--- config.mk ---
export PLATFORM = sky130hd
export DESIGN_NAME = hex_display_scanner
export DESIGN_NICKNAME = d
export VERILOG_FILES = /design/src/rtl/disp_pkg.sv /design/src/rtl/slot_timer.sv /design/src/rtl/hex_display_scanner.sv
export SDC_FILE = /design/constraint.sdc
export NUM_CORES = 1
export LEC_CHECK = 0
export CORE_ASPECT_RATIO = 1.75
export CORE_UTILIZATION = 57
export CTS_BUF_LIST = sky130_fd_sc_hd__clkbuf_4
export CTS_CLUSTER_SIZE = 16
export DETAILED_ROUTE_END_ITERATION = 7
export PLACE_DENSITY = 0.82
export SLEW_MARGIN = 20
export SYNTH_ARGS = -nofsm -noshare
export SYNTH_HDL_FRONTEND = slang
export SYNTH_SLANG_ARGS = --single-unit
--- constraint.sdc ---
create_clock -name clk -period 2.4 [get_ports clk]
set_input_delay 0.48 -clock clk [delete_from_list [all_inputs] [get_ports clk]]
set_output_delay 0.48 -clock clk [all_outputs]
set_load 0.01 [all_outputs]
--- src/rtl/disp_pkg.sv ---
`default_nettype none
// ============================================================================
// Module      : disp_pkg
// Description : Shared constants, slot-state encoding and helpers for the
//               hex display scanner.
// Revision    : 1.0 - initial release
// ============================================================================
package disp_pkg;

  localparam int DEFAULT_REFRESH_DIV = 50000;
  localparam int DEFAULT_DEAD_CYCLES = 500;

  // Phase within one digit slot
  typedef enum logic [0:0] {
    SLOT_DEAD = 1'b0,
    SLOT_SHOW = 1'b1
  } slot_state_t;

  // Level that turns a digit driver on for the selected polarity
  function automatic logic dig_on(input int active_low);
    return (active_low != 0) ? 1'b0 : 1'b1;
  endfunction

  // Level that turns a digit driver off for the selected polarity
  function automatic logic dig_off(input int active_low);
    return (active_low != 0) ? 1'b1 : 1'b0;
  endfunction

  // Width of the digit index; never narrower than one bit
  function automatic int idx_width(input int n);
    return (n < 2) ? 1 : $clog2(n);
  endfunction

endpackage
`default_nettype wire

--- src/rtl/slot_timer.sv ---
`default_nettype none
// ============================================================================
// Module      : slot_timer
// Description : Per-slot cycle counter with wrap detection, DEAD/SHOW phase
//               tracking and a registered slot-start pulse.
// Revision    : 1.0 - initial release
// ============================================================================
module slot_timer
  import disp_pkg::*;
#(
  parameter int REFRESH_DIV = DEFAULT_REFRESH_DIV,
  parameter int DEAD_CYCLES = DEFAULT_DEAD_CYCLES
) (
  input  logic clk,
  input  logic rst,
  output logic wrap,
  output logic show_nxt,
  output logic slot_start
);

  localparam int CW = $clog2(REFRESH_DIV);
  // With no dead time every slot opens directly in SHOW
  localparam slot_state_t START_STATE = (DEAD_CYCLES == 0) ? SLOT_SHOW : SLOT_DEAD;

  logic [CW-1:0] cnt_q;
  logic [CW-1:0] cnt_d;
  slot_state_t   state_q;
  slot_state_t   state_d;
  logic          slot_start_q;
  logic          slot_start_d;

  // Counter advance and wrap detection at the last cycle of a slot
  always_comb begin
    wrap         = (cnt_q == CW'(REFRESH_DIV - 1));
    cnt_d        = wrap ? '0 : cnt_q + CW'(1);
    slot_start_d = wrap;
  end

  // Next phase, evaluated against the counter value of the coming cycle
  always_comb begin
    state_d = state_q;
    case (state_q)
      SLOT_DEAD: if (cnt_d == CW'(DEAD_CYCLES)) state_d = SLOT_SHOW;
      SLOT_SHOW: if (wrap) state_d = START_STATE;
      default:   state_d = START_STATE;
    endcase
    show_nxt = (state_d == SLOT_SHOW);
  end

  // Counter, phase and pulse registers
  always_ff @(posedge clk) begin
    if (rst) begin
      cnt_q        <= '0;
      state_q      <= START_STATE;
      slot_start_q <= 1'b1;
    end else begin
      cnt_q        <= cnt_d;
      state_q      <= state_d;
      slot_start_q <= slot_start_d;
    end
  end

  assign slot_start = slot_start_q;

endmodule
`default_nettype wire

--- src/rtl/hex_display_scanner.sv ---
`default_nettype none
// ============================================================================
// Module      : hex_display_scanner
// Description : Time-multiplexed scanner for a multi-digit 7-segment display.
//               Keeps a shadow copy of the value, walks the digits, inserts
//               dead time per slot and optionally blanks leading zeros.
// Revision    : 1.0 - initial release
// ============================================================================
module hex_display_scanner
  import disp_pkg::*;
#(
  parameter  int NUM_DIGITS     = 4,
  parameter  int REFRESH_DIV    = DEFAULT_REFRESH_DIV,
  parameter  int DEAD_CYCLES    = DEFAULT_DEAD_CYCLES,
  parameter  int DIG_ACTIVE_LOW = 1,
  localparam int IW             = idx_width(NUM_DIGITS)
) (
  input  logic                    clk,
  input  logic                    rst,
  input  logic [4*NUM_DIGITS-1:0] value,
  input  logic                    load,
  input  logic                    blank_lz,
  output logic [3:0]              nibble,
  output logic [NUM_DIGITS-1:0]   digit_en,
  output logic [IW-1:0]           digit_idx,
  output logic                    blank,
  output logic                    slot_start
);

  localparam logic                  ON        = dig_on(DIG_ACTIVE_LOW);
  localparam logic                  OFF       = dig_off(DIG_ACTIVE_LOW);
  localparam logic [NUM_DIGITS-1:0] ALL_OFF   = {NUM_DIGITS{OFF}};
  // Without dead time the first slot after reset is already lit on digit 0
  localparam logic [NUM_DIGITS-1:0] RST_EN    =
    (DEAD_CYCLES == 0) ? {ALL_OFF[NUM_DIGITS-1:1], ON} : ALL_OFF;
  localparam logic                  RST_BLANK = (DEAD_CYCLES != 0);

  logic                    wrap;
  logic                    show_nxt;

  logic [4*NUM_DIGITS-1:0] shadow_q, shadow_d;
  logic [IW-1:0]           idx_q, idx_d;
  logic [3:0]              nibble_q, nibble_d;
  logic                    lz_q, lz_d;
  logic [NUM_DIGITS-1:0]   digit_en_q, digit_en_d;
  logic                    blank_q, blank_d;

  logic [3:0]              sel_nib;
  logic                    sel_zero;
  logic                    zero_run;

  slot_timer #(
    .REFRESH_DIV (REFRESH_DIV),
    .DEAD_CYCLES (DEAD_CYCLES)
  ) u_slot_timer (
    .clk        (clk),
    .rst        (rst),
    .wrap       (wrap),
    .show_nxt   (show_nxt),
    .slot_start (slot_start)
  );

  // Shadow capture, digit advance, and per-slot nibble / blanking latch.
  // The slot data reads shadow_d so a load on the wrap edge is seen at once.
  always_comb begin
    shadow_d = load ? value : shadow_q;
    idx_d    = idx_q;
    if (wrap) idx_d = (idx_q == IW'(NUM_DIGITS - 1)) ? '0 : idx_q + IW'(1);

    sel_nib  = 4'h0;
    sel_zero = 1'b0;
    zero_run = 1'b1;
    for (int j = NUM_DIGITS - 1; j >= 0; j--) begin
      zero_run = zero_run && (shadow_d[4*j +: 4] == 4'h0);
      if (IW'(j) == idx_d) begin
        sel_nib  = shadow_d[4*j +: 4];
        sel_zero = zero_run;
      end
    end

    nibble_d = nibble_q;
    lz_d     = lz_q;
    if (wrap) begin
      nibble_d = sel_nib;
      lz_d     = blank_lz && (idx_d != '0) && sel_zero;
    end
  end

  // Digit enables and blank follow the phase and digit of the coming cycle
  always_comb begin
    digit_en_d = ALL_OFF;
    for (int j = 0; j < NUM_DIGITS; j++) begin
      if (show_nxt && !lz_d && (IW'(j) == idx_d)) digit_en_d[j] = ON;
    end
    blank_d = !show_nxt || lz_d;
  end

  // State and output registers
  always_ff @(posedge clk) begin
    if (rst) begin
      shadow_q   <= '0;
      idx_q      <= '0;
      nibble_q   <= 4'h0;
      lz_q       <= 1'b0;
      digit_en_q <= RST_EN;
      blank_q    <= RST_BLANK;
    end else begin
      shadow_q   <= shadow_d;
      idx_q      <= idx_d;
      nibble_q   <= nibble_d;
      lz_q       <= lz_d;
      digit_en_q <= digit_en_d;
      blank_q    <= blank_d;
    end
  end

  assign nibble    = nibble_q;
  assign digit_en  = digit_en_q;
  assign digit_idx = idx_q;
  assign blank     = blank_q;

endmodule
`default_nettype wire

# ---- After elaboration in Yosys (flattened, before gate mapping)
# Index checks and enable logic that the tools add are counted.
# Widths: inputs -> output; s select.
dict set report classes {
  eq_ne 6
  n_reduce_logical 19
  addsub 2
  bitwise_logic 1
  n_mux 20
}
# cell n
set op_table {}
lappend op_table {{$mux 16} 2}
lappend op_table {{$add 16x1->16 const B} 1}
lappend op_table {{$eq 16x16->1 const B} 1}
lappend op_table {{$eq 16x9->1 const B} 1}
lappend op_table {{$logic_not 4->1} 4}
lappend op_table {{$mux 4} 4}
lappend op_table {{$mux 1} 11}
lappend op_table {{$logic_and 1x1->1} 10}
lappend op_table {{$eq 2x2->1 const A} 2}
lappend op_table {{$mux 2} 2}
lappend op_table {{$add 2x1->2 const B} 1}
lappend op_table {{$eq 1x2->1 const A} 1}
lappend op_table {{$eq 2x2->1 const B} 1}
lappend op_table {{$logic_not 1->1} 2}
lappend op_table {{$logic_not 2->1} 1}
lappend op_table {{$pmux 1 s2} 1}
lappend op_table {{$reduce_bool 2->1} 1}
lappend op_table {{$logic_or 1x1->1} 1}
lappend op_table {{$not 1->1} 1}
dict set report totals {
  inputBits 20
  out_inout_bits 12
  elab_cells 57
  reg_bits 46
}

# ---- Logic depth before layout (Yosys ltp)
# Gate-level depths: netlist (run 1).
dict set report depth {
  word_depth 14
  depth_mapped 8
}

# ---- Modules after synthesis
# From an unflattened synthesis (run 1), not the netlist that was laid out.
dict set report hier_totals {
  hier_cells 229
  hier_area_um2 2239.6
}
# mod area_per_inst_um2 instances cells_per_inst
set by_module_without_submodules {}
lappend by_module_without_submodules {hex_display_scanner 1227.4 1 117}
lappend by_module_without_submodules {slot_timer 1012.2 1 112}

# ---- Worst setup path before layout (run 1)
# OpenSTA, ideal clock, no wires.
dict set report synth_timing {
  path_kind {reg-to-reg}
  startpoint {reg idx_q[1] (netlist: digit_idx[1])}
  endpoint {reg nibble_q[2] (netlist: nibble[2])}
  path_stages_with_launch 8
  setup_slack_ns 0.386
  required_time_ns 2.312
  setup_time_ns 0.088
  arrival_ns 1.926
  cell_sequence {dfxtp_1 > ha_1 > clkbuf_2 > clkbuf_8 > nor3b_1 > a2111oi_0 > nor3_1 > a311oi_2}
}
dict set report synth_via {
  elab_chain_len 8
  word_cells_on_any_way 12
  cone_classes {add/sub: 1; eq/ne: 4; mux: 6; reduce/logical: 1}
}
# element line_no
set synth_lines {}
lappend synth_lines {{start, declared} hex_display_scanner.sv:42} ;# logic [IW-1:0] idx_q, idx_d;
lappend synth_lines {{start signal, assigned} hex_display_scanner.sv:109} ;# idx_q <= idx_d;
lappend synth_lines {{$add 2x1->2 or $eq 2x2->1 (tied branches)} hex_display_scanner.sv:68} ;# if (wrap) idx_d = (idx_q == IW'(NUM_DIGITS - 1)) ? '0 : idx_q + IW'(1);
lappend synth_lines {{$mux 2} hex_display_scanner.sv:68}
lappend synth_lines {{$mux 2 (*)} hex_display_scanner.sv:68}
lappend synth_lines {{$eq 2x2->1} hex_display_scanner.sv:75} ;# if (IW'(j) == idx_d) begin
lappend synth_lines {{$mux 4 (3 in series)} hex_display_scanner.sv:75}
lappend synth_lines {{$mux 4 (*)} hex_display_scanner.sv:75}
lappend synth_lines {{end signal, assigned} hex_display_scanner.sv:110} ;# nibble_q <= nibble_d;
lappend synth_lines {{end, declared} hex_display_scanner.sv:43} ;# logic [3:0] nibble_q, nibble_d;
# Every way passes the cells marked *; elsewhere a longest branch is shown, timed or not.
# A chain may end at the register's enable or synchronous reset.

# ---- Worst setup path in the final report (run 1)
dict set report layout_timing {
  startpoint {reg idx_q[0] (netlist: digit_idx[0])}
  endpoint {reg nibble_q[2] (netlist: nibble[2])}
}
# The elaborated chain is that of the path after synthesis.

==> flow_metrics.env, run 1 <==
export IMPL_fin_skew_ns=0.0156
export IMPL_synth_area_per_cell_um2=9.55
export IMPL_io_buffers=31
export IMPL_insertion_delay_ns=0.37
export IMPL_num_antenna_cells=0
export IMPL_synth_seq_cells=46
export IMPL_synthesis_nets=283
export IMPL_layout_drive_gt1_share=0.155
export IMPL_cts_resized=0
export IMPL_grt_max_degree=28
export IMPL_swShare=0.239
export IMPL_final_util=0.699
export IMPL_synthArstFlopShare=0
export IMPL_cp_required_ns=2.70
export IMPL_grt_pass1_wl_um=9180
export IMPL_wl_per_cell_um=15.6
export IMPL_worst_slew_pin_slew_ns=0.651
export IMPL_status="finished, final reports clean"
export IMPL_synth_cell_types=61
export IMPL_critPathCapture="nibble[2]"
export IMPL_slew_viol_final=0
export IMPL_grt_overflow_total=0
export IMPL_cts_root_buf="clkbuf_4"
export IMPL_crit_start="digit_idx[0]"
export IMPL_cts_htree_levels=2
export IMPL_rsz0062_at_grt="false"
export IMPL_arrival_ns=2.45
export IMPL_grt_pass1_vias=2012
export IMPL_power_density_nw_per_um2=494
export IMPL_maxCapViolCount=0
export IMPL_final_setup_viol_count=0
export IMPL_die_y_um=89.5
export IMPL_power_mw=1.43
export IMPL_gr_usage_all_layers=0.263
export IMPL_critPathKind="reg -> reg"
export IMPL_holdCritPathClass="reg -> reg"
export IMPL_p_seq_frac=0.559
export IMPL_ir_drop_mv=0.395
export IMPL_seq_area_frac_synth=0.369
export IMPL_place_congestion=0.903
export IMPL_hold_depth=1
export IMPL_cts_tree="done"
export IMPL_period_share=0.895
export IMPL_drt_iter0_markers=68
export IMPL_synth_edff_count=0
export IMPL_initial_utilization=0.601
export IMPL_p_comb_frac=0.096
export IMPL_cp_max_fo=8
export IMPL_period_needed_ns=2.15
export IMPL_cp_start_kind="flip-flop"
export IMPL_multi_input_area_um2=1410
export IMPL_endpoint_kind="flip-flop"
export IMPL_hold_slack_ns=0.484
export IMPL_seq_area_um2=921
export IMPL_cts_setup_buffers=0
export IMPL_routed_wl_um=5400
export IMPL_internal_power_mw=1.09
export IMPL_ys_flop_type="dfxtp_1"
export IMPL_numCtsBuffers=5
export IMPL_netlist_instances=261
export IMPL_hold_viol=0
export IMPL_slew_headroom=0.555
export IMPL_clkTransAtPathRegs_ns=0.15
export IMPL_drc_errors=0
export IMPL_die_area_um2=4650
export IMPL_timing_setup_tns_ns=0
export IMPL_leakage_nw=1.06
export IMPL_worst_r2r_setup_slack_ns=0.25
export IMPL_core_area_um2=4150
export IMPL_num_rows=31
export IMPL_r2r_start="digit_idx[0]"
export IMPL_vias=2101
export IMPL_die_x_um=52
export IMPL_area_delta_synth_final_pct=16.4
export IMPL_nFillCells=309
export IMPL_power_switching_mw=0.342
export IMPL_antenna_found_initial=0
export IMPL_clock_path_buffers=2
export IMPL_firstDrtPassIters=4
export IMPL_max_freq_mhz=466
export IMPL_syn_cell_area_um2=2490
export IMPL_drt_vias_per_instance=6.07
export IMPL_synth_warnings=0
export IMPL_layout_nets=318
export IMPL_cts_num_sinks=46
export IMPL_hpwl_um=4030
export IMPL_ant_nets=0
export IMPL_r2r_end="nibble[2]"
export IMPL_worstRegToRegCells=6
export IMPL_io_pins=32
export IMPL_p_clk_frac=0.344
export IMPL_ctsHoldBuffers=0
cells in the final DEF (no fill, tap or decap), types with 3 or more instances in the layout:
| cell type | count |
|---|---|
| and4_1 | 3 |
| nor3_1 | 6 |
| nor4_1 | 10 |
| xnor2_1 | 6 |
| or4_1 | 3 |
| nand2b_1 | 3 |
| clkbuf_4 | 6 |
| nand2_1 | 9 |
| clkdlybuf4s50_1 | 31 |
| xor2_1 | 8 |
| nand4_1 | 9 |
| dfxtp_1 | 46 |
| o21ai_0 | 4 |
| nor2_1 | 40 |
| or3_1 | 5 |
| a31oi_1 | 5 |
| a21oi_1 | 6 |
| mux4_2 | 3 |
| mux2i_1 | 21 |
| nand3_1 | 10 |
| buf_4 | 14 |
cells in the mapped netlist, types with 2 or more instances:
library cell	number	share of area
nand4b_1	2	0.0070
o21ai_0	4	0.0080
nand4_1	9	0.023
nand2b_1	3	0.0075
ha_1	2	0.010
and3_1	2	0.0050
or4b_2	2	0.0080
nor2b_1	2	0.0050
buf_6	6	0.027
clkbuf_1	2	0.0030
or3b_2	2	0.0070
nor4_1	10	0.025
o22ai_1	2	0.0050
xnor2_1	6	0.021
nor2_2	2	0.0050
mux2i_1	21	0.084
nor3_1	6	0.012
dfxtp_1	46	0.37
buf_4	2	0.0060
or3_1	5	0.013
a21oi_1	6	0.012
and4_1	3	0.011
or4_1	3	0.0090
buf_2	3	0.0060
nor2_1	40	0.060
nor4b_1	2	0.0070
clkbuf_8	3	0.017
nand2_1	9	0.014
nor3b_1	2	0.0060
nand3_1	10	0.020
a31oi_1	5	0.013
mux4_2	3	0.027
xor2_1	8	0.028
state kept, by name (all words and copies together), names as in the netlist:
| signal | count |
|---|---|
| blank | 1 |
| digit_en | 4 |
| digit_idx | 2 |
| lz_q | 1 |
| nibble | 4 |
| shadow_q | 16 |
| u_slot_timer.cnt_q | 16 |
| u_slot_timer.slot_start | 1 |
| u_slot_timer.state_q | 1 |
layout make-up:
class,count,share of cell area
clock buffers,6,0.0155
clock inverters,2,0.0129
repair buffers,45,0.143
multi-input cells,196,0.487
flip-flops and latches,46,0.317
well taps,49,0.0211
inverters,2,0.00259
layer usage:
| metal | global-route usage | part of all wire | vias up |
|---|---|---|---|
| met2 | 0.479 | 0.55 | 43 |
| met3 | 0.0374 | 0.021 | 15 |
| met4 | 0.135 | 0.037 | 0 |
| li1 | - | - | 1039 |
| met1 | 0.287 | 0.39 | 1004 |
| met5 | 0 | 0 | - |
worst max-delay path, stage by stage (launching register included):
cell	delay, ns
dfxtp_1	0.34
ha_1	0.47
mux2i_1	0.12
a2111oi_0	0.64
buf_4	0.21
nor3_1	0.05
a311oi_2	0.24
worst min path at each step:
stage | startpoint | endpoint
after floorplan | u_slot_timer.cnt_q[0] | u_slot_timer.cnt_q[0]
after global placement | u_slot_timer.cnt_q[0] | u_slot_timer.cnt_q[0]
after detailed placement | u_slot_timer.cnt_q[0] | u_slot_timer.cnt_q[0]
after CTS | u_slot_timer.cnt_q[0] | u_slot_timer.cnt_q[0]
after global routing | u_slot_timer.cnt_q[0] | u_slot_timer.cnt_q[0]
final | u_slot_timer.cnt_q[0] | u_slot_timer.cnt_q[0]
power by group through the flow:
stage,registers (mW),logic (mW),clock network (mW)
after global placement,0.819,0.135,0
final,0.802,0.138,0.494
after CTS,0.802,0.139,0.496
after floorplan,0.813,0.0845,0
after global routing,0.805,0.151,0.526
after detailed placement,0.819,0.138,0
logic make-up (layout without fill, tap and decap cells):
logic type / count (synthesis) / count (layout) / synth area share
xor+xnor: 14 / 14 / 0.0492
compound gates: 30 / 30 / 0.0898
simple gates: 124 / 124 / 0.293
flops: 46 / 46 / 0.369
mux: 26 / 26 / 0.125
fa+ha+maj: 2 / 2 / 0.0100
buf+inv: 19 / 55 / 0.0637
stage by stage:
step | setup WS [ns] | instances | area, µm²
floorplan | 0.386 | 261 | 2490
global placement | 0.0287 | 338 | 2820
detailed placement | -0.00758 | 338 | 2820
CTS | 0.289 | 346 | 2900
global route | 0.154 | 346 | 2900
finish | 0.252 | 346 | 2900
Power figures use the tool's default switching activity.
==> inputs of run 2 (changes only) <==
SKIP_LAST_GASP = 1   (was default)
TNS_END_PERCENT = 100   (was default)
==> results of run 2 <==
No change in the layout: final DEF, timing and power equal those of run 1.
